`config.mk`:
```
export PLATFORM = sky130hd
export DESIGN_NAME = hp_arbiter
export DESIGN_NICKNAME = d
export VERILOG_FILES = /design/src/rtl/hp_arbiter.sv
export SDC_FILE = /design/constraint.sdc
export NUM_CORES = 1
export LEC_CHECK = 0
export ABC_AREA = 0
export CAP_MARGIN = 40
export CORE_UTILIZATION = 36
export CTS_CLUSTER_DIAMETER = 80
export DETAILED_ROUTE_END_ITERATION = 7
export PLACE_DENSITY = 0.8
export REMOVE_ABC_BUFFERS = 1
export SYNTH_ARGS = -nofsm -noshare
export SYNTH_HDL_FRONTEND = slang
export SYNTH_SLANG_ARGS = --single-unit
export TNS_END_PERCENT = 20
```
`constraint.sdc`:
```
create_clock -name clk_i -period 2.4 [get_ports clk_i]
set_clock_uncertainty 0.05 [all_clocks]
set_input_delay 0.48 -clock clk_i [delete_from_list [all_inputs] [get_ports clk_i]]
set_output_delay 0.48 -clock clk_i [all_outputs]
set_load 0.02 [all_outputs]
```
`src/rtl/hp_arbiter.sv`:
```
// ============================================================================
//  Module   : hp_arbiter
//  Purpose  : Read/write burst arbiter onto AXI3 AR/AW channels with
//             outstanding-burst tracking and read-urgent priority override.
//  Revision : 1.0
// ============================================================================
`default_nettype none

module hp_arbiter #(
    parameter int ADDR_W    = 32,
    parameter int MAX_OUT   = 4,
    parameter int URGENT_EN = 1
) (
    input  logic              clk_i,
    input  logic              rst_i,
    input  logic              rd_req_valid_i,
    input  logic [ADDR_W-1:0] rd_req_addr_i,
    input  logic [3:0]        rd_req_len_i,
    output logic              rd_req_ready_o,
    input  logic              rd_urgent_i,
    input  logic              wr_req_valid_i,
    input  logic [ADDR_W-1:0] wr_req_addr_i,
    input  logic [3:0]        wr_req_len_i,
    output logic              wr_req_ready_o,
    output logic              m_axi_arvalid_o,
    output logic [ADDR_W-1:0] m_axi_araddr_o,
    output logic [3:0]        m_axi_arlen_o,
    input  logic              m_axi_arready_i,
    output logic              m_axi_awvalid_o,
    output logic [ADDR_W-1:0] m_axi_awaddr_o,
    output logic [3:0]        m_axi_awlen_o,
    input  logic              m_axi_awready_i,
    input  logic              m_axi_rvalid_i,
    input  logic              m_axi_rready_i,
    input  logic              m_axi_rlast_i,
    input  logic [1:0]        m_axi_rresp_i,
    input  logic [1:0]        m_axi_bresp_i,
    input  logic              m_axi_bvalid_i,
    output logic              m_axi_bready_o,
    output logic [3:0]        rd_out_o,
    output logic [3:0]        wr_out_o,
    output logic              err_o
);

    localparam logic [1:0] S_IDLE = 2'd0;
    localparam logic [1:0] S_AR   = 2'd1;
    localparam logic [1:0] S_AW   = 2'd2;

    localparam logic [3:0] c_MAX_OUT = 4'(MAX_OUT);
    localparam logic [3:0] c_CNT_TOP = 4'hF;

    logic [1:0]        r_state;
    logic [1:0]        w_state_nxt;
    logic              r_last_wr;
    logic [ADDR_W-1:0] r_addr;
    logic [3:0]        r_len;
    logic [3:0]        r_rd_out;
    logic [3:0]        r_wr_out;
    logic              r_err;
    logic              r_bready;

    logic w_rd_elig, w_wr_elig;
    logic w_grant_rd, w_grant_wr;
    logic w_ar_hs, w_aw_hs, w_r_done, w_b_done;
    logic w_rd_uflow, w_wr_uflow, w_resp_err;

    assign w_rd_elig = rd_req_valid_i && (r_rd_out < c_MAX_OUT);
    assign w_wr_elig = wr_req_valid_i && (r_wr_out < c_MAX_OUT);

    assign w_ar_hs  = (r_state == S_AR) && m_axi_arready_i;
    assign w_aw_hs  = (r_state == S_AW) && m_axi_awready_i;
    assign w_r_done = m_axi_rvalid_i && m_axi_rready_i && m_axi_rlast_i;
    assign w_b_done = m_axi_bvalid_i && r_bready;

    assign w_rd_uflow = w_r_done && !w_ar_hs && (r_rd_out == 4'd0);
    assign w_wr_uflow = w_b_done && !w_aw_hs && (r_wr_out == 4'd0);
    assign w_resp_err = (m_axi_rvalid_i && m_axi_rready_i && (m_axi_rresp_i != 2'b00))
                      || (m_axi_bvalid_i && (m_axi_bresp_i != 2'b00));

    // Grants only from IDLE, so the handshake cycle always leaves a one-cycle bubble.
    always_comb begin
        w_state_nxt = r_state;
        w_grant_rd  = 1'b0;
        w_grant_wr  = 1'b0;
        case (r_state)
            S_IDLE: begin
                if (!rst_i) begin
                    if (w_rd_elig && w_wr_elig) begin
                        if (((URGENT_EN != 0) && rd_urgent_i) || r_last_wr)
                            w_grant_rd = 1'b1;
                        else
                            w_grant_wr = 1'b1;
                    end else begin
                        w_grant_rd = w_rd_elig;
                        w_grant_wr = w_wr_elig;
                    end
                end
                if (w_grant_rd)
                    w_state_nxt = S_AR;
                else if (w_grant_wr)
                    w_state_nxt = S_AW;
            end
            S_AR: if (m_axi_arready_i) w_state_nxt = S_IDLE;
            S_AW: if (m_axi_awready_i) w_state_nxt = S_IDLE;
            default: w_state_nxt = S_IDLE;
        endcase
    end

    always_ff @(posedge clk_i) begin
        if (rst_i) begin
            r_state   <= S_IDLE;
            r_last_wr <= 1'b1;
            r_addr    <= '0;
            r_len     <= '0;
            r_rd_out  <= '0;
            r_wr_out  <= '0;
            r_err     <= 1'b0;
            r_bready  <= 1'b0;
        end else begin
            r_state  <= w_state_nxt;
            r_bready <= 1'b1;
            r_err    <= r_err | w_rd_uflow | w_wr_uflow | w_resp_err;

            if (w_grant_rd) begin
                r_last_wr <= 1'b0;
                r_addr    <= rd_req_addr_i;
                r_len     <= rd_req_len_i;
            end else if (w_grant_wr) begin
                r_last_wr <= 1'b1;
                r_addr    <= wr_req_addr_i;
                r_len     <= wr_req_len_i;
            end

            // Simultaneous issue and completion cancel; counters saturate, never wrap.
            case ({w_ar_hs, w_r_done})
                2'b10:   if (r_rd_out != c_CNT_TOP) r_rd_out <= r_rd_out + 4'd1;
                2'b01:   if (r_rd_out != 4'd0)      r_rd_out <= r_rd_out - 4'd1;
                default: r_rd_out <= r_rd_out;
            endcase
            case ({w_aw_hs, w_b_done})
                2'b10:   if (r_wr_out != c_CNT_TOP) r_wr_out <= r_wr_out + 4'd1;
                2'b01:   if (r_wr_out != 4'd0)      r_wr_out <= r_wr_out - 4'd1;
                default: r_wr_out <= r_wr_out;
            endcase
        end
    end

    assign rd_req_ready_o  = w_grant_rd;
    assign wr_req_ready_o  = w_grant_wr;
    assign m_axi_arvalid_o = (r_state == S_AR);
    assign m_axi_araddr_o  = r_addr;
    assign m_axi_arlen_o   = r_len;
    assign m_axi_awvalid_o = (r_state == S_AW);
    assign m_axi_awaddr_o  = r_addr;
    assign m_axi_awlen_o   = r_len;
    assign m_axi_bready_o  = r_bready;
    assign rd_out_o        = r_rd_out;
    assign wr_out_o        = r_wr_out;
    assign err_o           = r_err;

endmodule

`default_nettype wire

```
# Word level (Yosys, flattened, before mapping)
# Cells that the tools add are included.
[classes]
order_cmp = 2
bitwise = 3
n_mux = 28
multipliers = 0
div = 0
n_addsub = 4
n_reduce_logical = 31
eq_ne = 15
shifts = 0
[op_table]
columns = ["cell", "n"]
rows = [
  ["$mux 32", 2],
  ["$mux 4", 6],
  ["$pmux 4 s2", 2],
  ["$logic_and 1x1->1", 14],
  ["$mux 1", 13],
  ["$reduce_bool 2->1", 5],
  ["$reduce_and 3->1", 3],
  ["$add 4x1->4 const B", 2],
  ["$logic_not 4->1", 2],
  ["$lt 4x3->1 const B", 2],
  ["$mux 2", 4],
  ["$ne 2x2->1 const B", 4],
  ["$ne 4x4->1 const B", 2],
  ["$reduce_bool 4->1", 2],
  ["$sub 4x1->4 const B", 2],
  ["$eq 2x1->1 const B", 3],
  ["$eq 2x2->1 const B", 3],
  ["$pmux 2 s3", 1],
  ["$ne 2x1->1 const B", 2],
  ["$ne 3x1->1 const B", 1],
  ["$or 1x1->1", 3],
  ["$logic_not 1->1", 2],
  ["$logic_not 2->1", 1],
  ["$logic_or 1x1->1", 2],
]
[word_totals]
regBits = 49
ram_bits = 0
in_bits = 87
memories = 0
output_inout_bits = 86
rom_bits = 0
wordCells = 91
latch_bits = 0

# Longest topological paths before layout
[depth]
ltp_word = 9
mapped_depth = 8
mapped_depth_nobuf = 7

# Worst setup path after synthesis
# Ideal clock, no wire load.
[synth_timing]
path_kind = "input port to flip-flop"
start = "in m_axi_arready_i"
end = "reg r_rd_out[2], in the netlist rd_out_o[2]"
n_path_buf = 0
t_arrival_ps = 1892
t_required_ps = 2227
setup_ps = 123
slack_ps = 335
stages = 6
cell_sequence = "and3b_4 or2_4 xnor2_1 ha_1 o41ai_2 mux2_1"
[synth_between]
elab_chain_cells = 4
[synth_lines]
columns = ["element", "line", "rtl"]
rows = [
  ["from (decl)", "28", "input logic m_axi_arready_i,"],
  ["$logic_and 1x1->1 *", "70", "assign w_ar_hs = (r_state == S_AR) && m_axi_arready_i;"],
  ["$eq 2x1->1 or $eq 2x2->1 (tied branches)", "135", "case ({w_ar_hs, w_r_done})"],
  ["$ne 2x2->1 (no line) or $reduce_bool 2->1 (tied branches)", "n/a", ""],
  ["$reduce_and 3->1 (no line)", "n/a", ""],
  ["to (signal assigned)", "136", "2'b10: if (r_rd_out != c_CNT_TOP) r_rd_out <= r_rd_out + 4'd1;"],
  ["to (signal assigned)", "137", "2'b01: if (r_rd_out != 4'd0) r_rd_out <= r_rd_out - 4'd1;"],
  ["to (signal assigned)", "138", "default: r_rd_out <= r_rd_out;"],
  ["to (decl)", "57", "logic [3:0] r_rd_out;"],
]
# Every way passes the cells marked *; elsewhere a longest branch is shown, timed or not.
# A chain may end at the register's enable or synchronous reset.

# Final worst setup path
[layout_timing]
start = "in rd_req_valid_i"
end = "out wr_req_ready_o"
[layout_between]
elab_chain_cells = 6
[layout_lines]
columns = ["element", "line", "rtl"]
rows = [
  ["from (decl)", "16", "input logic rd_req_valid_i,"],
  ["$logic_and 1x1->1", "67", "assign w_rd_elig = rd_req_valid_i && (r_rd_out < c_MAX_OUT);"],
  ["$logic_and 1x1->1", "88", "if (w_rd_elig && w_wr_elig) begin"],
  ["$mux 1", "88", ""],
  ["$mux 1", "87", "if (!rst_i) begin"],
  ["$mux 1 (2 in series)", "85", "case (r_state)"],
  ["to (decl)", "24", "output logic wr_req_ready_o,"],
]
# No other way between the ends. The select of a mux whose other input is x is not followed.

==> impl_metrics.py <==
metrics = {
    "yosys": {
        "yosysTopAreaCell": "dfxtp_1",
        "ys_ff_latch": 49,
        "synthesis.area_um2": 2630,
        "yosysMostFrequentCell": "nand2_1",
        "synth-edff-count": 0,
        "synth_cells": 335,
        "synth-main-ff-cell": "dfxtp_1",
        "synth_top_area_share": 0.372,
        "async_flop_share": 0,
        "synth_commonest_cells": "nand2_1 (77), dfxtp_1 (49), buf_4 (43), a31oi_1 (38), o21ai_0 (33)",
        "yosysUniqueCellTypes": 43,
        "syn_area_per_cell_um2": 7.86,
        "synth.yosys.seq_area_share": 0.372,
        "ys_warn_count": 0,
        "synth.area.top_cells": "dfxtp_1 (37%), buf_4 (12%), nand2_1 (11%), a31oi_1 (9.0%), o21ai_0 (6.3%)",
    },
    "min_path": {
        "hold_class": "flip-flop to flip-flop",
    },
    "detailed_routing": {
        "via_per_inst": 4.96,
        "wl_met3_um": 585,
        "drt_iter0_markers": 73,
        "ant_nets": 0,
        "wl_met1_mm": 3.19,
        "dr_wl_met2_mm": 3.85,
        "routed_wl_mm": 7.75,
        "dr.max_layer_used": "met4",
        "vias": 2810,
        "first_pass_iters": 4,
        "drc_errors": 0,
        "drt-wirelength-per-cell_um": 13.7,
    },
    "floorplanning": {
        "ios": 173,
        "std_cell_rows": 30,
        "die_x_um": 87.5,
        "fp.dieH_um": 87.5,
        "initial_core_util": 0.379,
        "core_um2": 6940,
        "dieArea_um2": 7660,
    },
    "global_route": {
        "antenna_found_initial": 0,
        "grt_pass1_wl_mm": 11.6,
        "grtUsageTotal": 0.193,
        "grt_pass1_vias": 2613,
        "grt_max_degree": 41,
        "gr-total-overflow": 0,
    },
    "place": {
        "io_buffers": 172,
        "dpl.hpwl_mm": 5.67,
        "post_dp_cell_area_um2": 4230,
        "place.gp.congestion": 0.768,
    },
    "timing": {
        "rsz0062_at_grt": "no",
        "fin_setup_tns_ns": 0,
        "period_needed_ns": 2.37,
        "setup_viol": 0,
        "slew_violations": 0,
        "finalHoldViolations": 0,
        "finalCritPeriodShare": 0.986,
        "fmaxAchievable_mhz": 422,
        "worstMarginPinSlew_ns": 0.627,
        "relSlewSlack": 0.578,
        "worst_hold_slack_ns": 0.492,
    },
    "setup_path": {
        "arrival_ns": 1.84,
        "critPathRequiredTime_ns": 1.87,
        "cp_max_fo": 3,
        "critPathLaunchType": "input pin",
        "path_class": "input pin to output port",
        "end_kind": "output port",
    },
    "clock_network": {
        "cts_tree": "built",
        "ctsHoldBuffers": 0,
        "cts_sinks": 49,
        "ctsResizeCount": 6,
        "post_cts_buffers": 0,
        "clk_latency_ns": 0.29,
        "clkTransAtPathRegs_ns": 0.08,
        "cts_buffers": 5,
        "clockBufferDepth": 2,
        "htreeDepth": 2,
        "root_buffer": "clkbuf_8",
    },
    "power_and_ir_drop": {
        "internal-power_uw": 1590,
        "seq_power_share": 0.412,
        "power_switching_uw": 714,
        "swShare": 0.310,
        "clock_power_share": 0.229,
        "power.ir.vdd_worst_mv": 0.239,
        "finalPower_uw": 2300,
        "powerDensity_nw_per_um2": 532,
        "combPwrFrac": 0.359,
        "power.leakage_uw": 0.00168,
    },
    "run": {
        "cap_violations": 0,
    },
    "outcome": {
        "status": "completed",
    },
    "layout": {
        "diodes": 0,
        "drive_gt1_frac": 0.0872,
        "design_area_um2": 4330,
        "multiInputGateArea_um2": 1240,
        "fillers": 626,
        "final_util": 0.623,
        "area_delta_synth_final_pct": 64.3,
        "fin_nets": 558,
        "seqCellArea_um2": 981,
    },
}
routing by layer:
layer,global-route usage,vias up
met1,0.224,1286
met3,0.0575,10
met2,0.339,114
met4,0.0656,0
met5,0,-
li1,-,1400
final timing paths:
check | to | start | slack (ns) | cells after the start
worst max-delay path | wr_req_ready_o | rd_req_valid_i | 0.03 | 4
worst min-delay path | m_axi_araddr_o[20] | m_axi_araddr_o[20] | 0.49 | 2
worst max register to register | rd_out_o[2] | r_state[1] | 0.25 | 6
worst min register to register | m_axi_araddr_o[20] | m_axi_araddr_o[20] | 0.49 | 2
area by class of cell:
class / count / share of cell area
multi-input cells: 223 / 0.286
flip-flops and latches: 49 / 0.227
clock inverters: 1 / 0.00116
clock buffers: 7 / 0.0223
repair buffers: 189 / 0.435
inverters: 1 / 0.000867
well taps: 96 / 0.0278
stage by stage:
step / setup slack, ns / instances
detailed placement: -0.321 / 558
global route: 0.0138 / 566
finish: 0.0327 / 566
floorplan: 0.0556 / 273
CTS: 0.00830 / 566
global placement: -0.307 / 558
critical path: stages:
cell	delay, ns
clkdlybuf4s50_1	0.47
or3b_4	0.41
o211a_1	0.23
clkdlybuf4s15_2	0.25
power by group through the flow:
| stage | Sequential, uW | Clock, uW | Combinational [uW] |
|---|---|---|---|
| floorplan | 1110 | 0 | 192 |
| detailed placement | 965 | 0 | 828 |
| CTS | 949 | 548 | 831 |
| finish | 948 | 526 | 826 |
| global route | 959 | 585 | 878 |
| global placement | 964 | 0 | 819 |
kinds of logic after synthesis:
group / synth area share
adders and majority gates: 0.00950
AOI/OAI and AO/OA: 0.211
xor gates and xnor gates: 0.00665
muxes: 0.0333
and+or+nand+nor: 0.209
buffers and inverters: 0.158
DFF: 0.372
cell usage in the layout (no fill, tap or decap), drive strengths merged, types with 2 or more instances in the layout:
cell type and instances:
ha 2, mux2i 2, o41ai 2, nand3 3, dfxtp 49, a21oi 4, clkbuf 7, a31oi 38
clkdlybuf4s50 170, nand4 4, buf 18, nor4 2, nor3b 2, nor2b 5, and2 2, a21o 2
or2 2, mux2 6, nor2 10, and3b 2, nor3 7, o21ai 41, nand2 77
registers in the layout, indices dropped and copies added, names as in the netlist:
| register | flops |
|---|---|
| r_last_wr | 1 |
| err_o | 1 |
| rd_out_o | 4 |
| m_axi_bready_o | 1 |
| m_axi_arlen_o | 4 |
| r_state | 2 |
| m_axi_araddr_o | 32 |
| wr_out_o | 4 |
No activity file was read; power rests on OpenSTA's default activity.
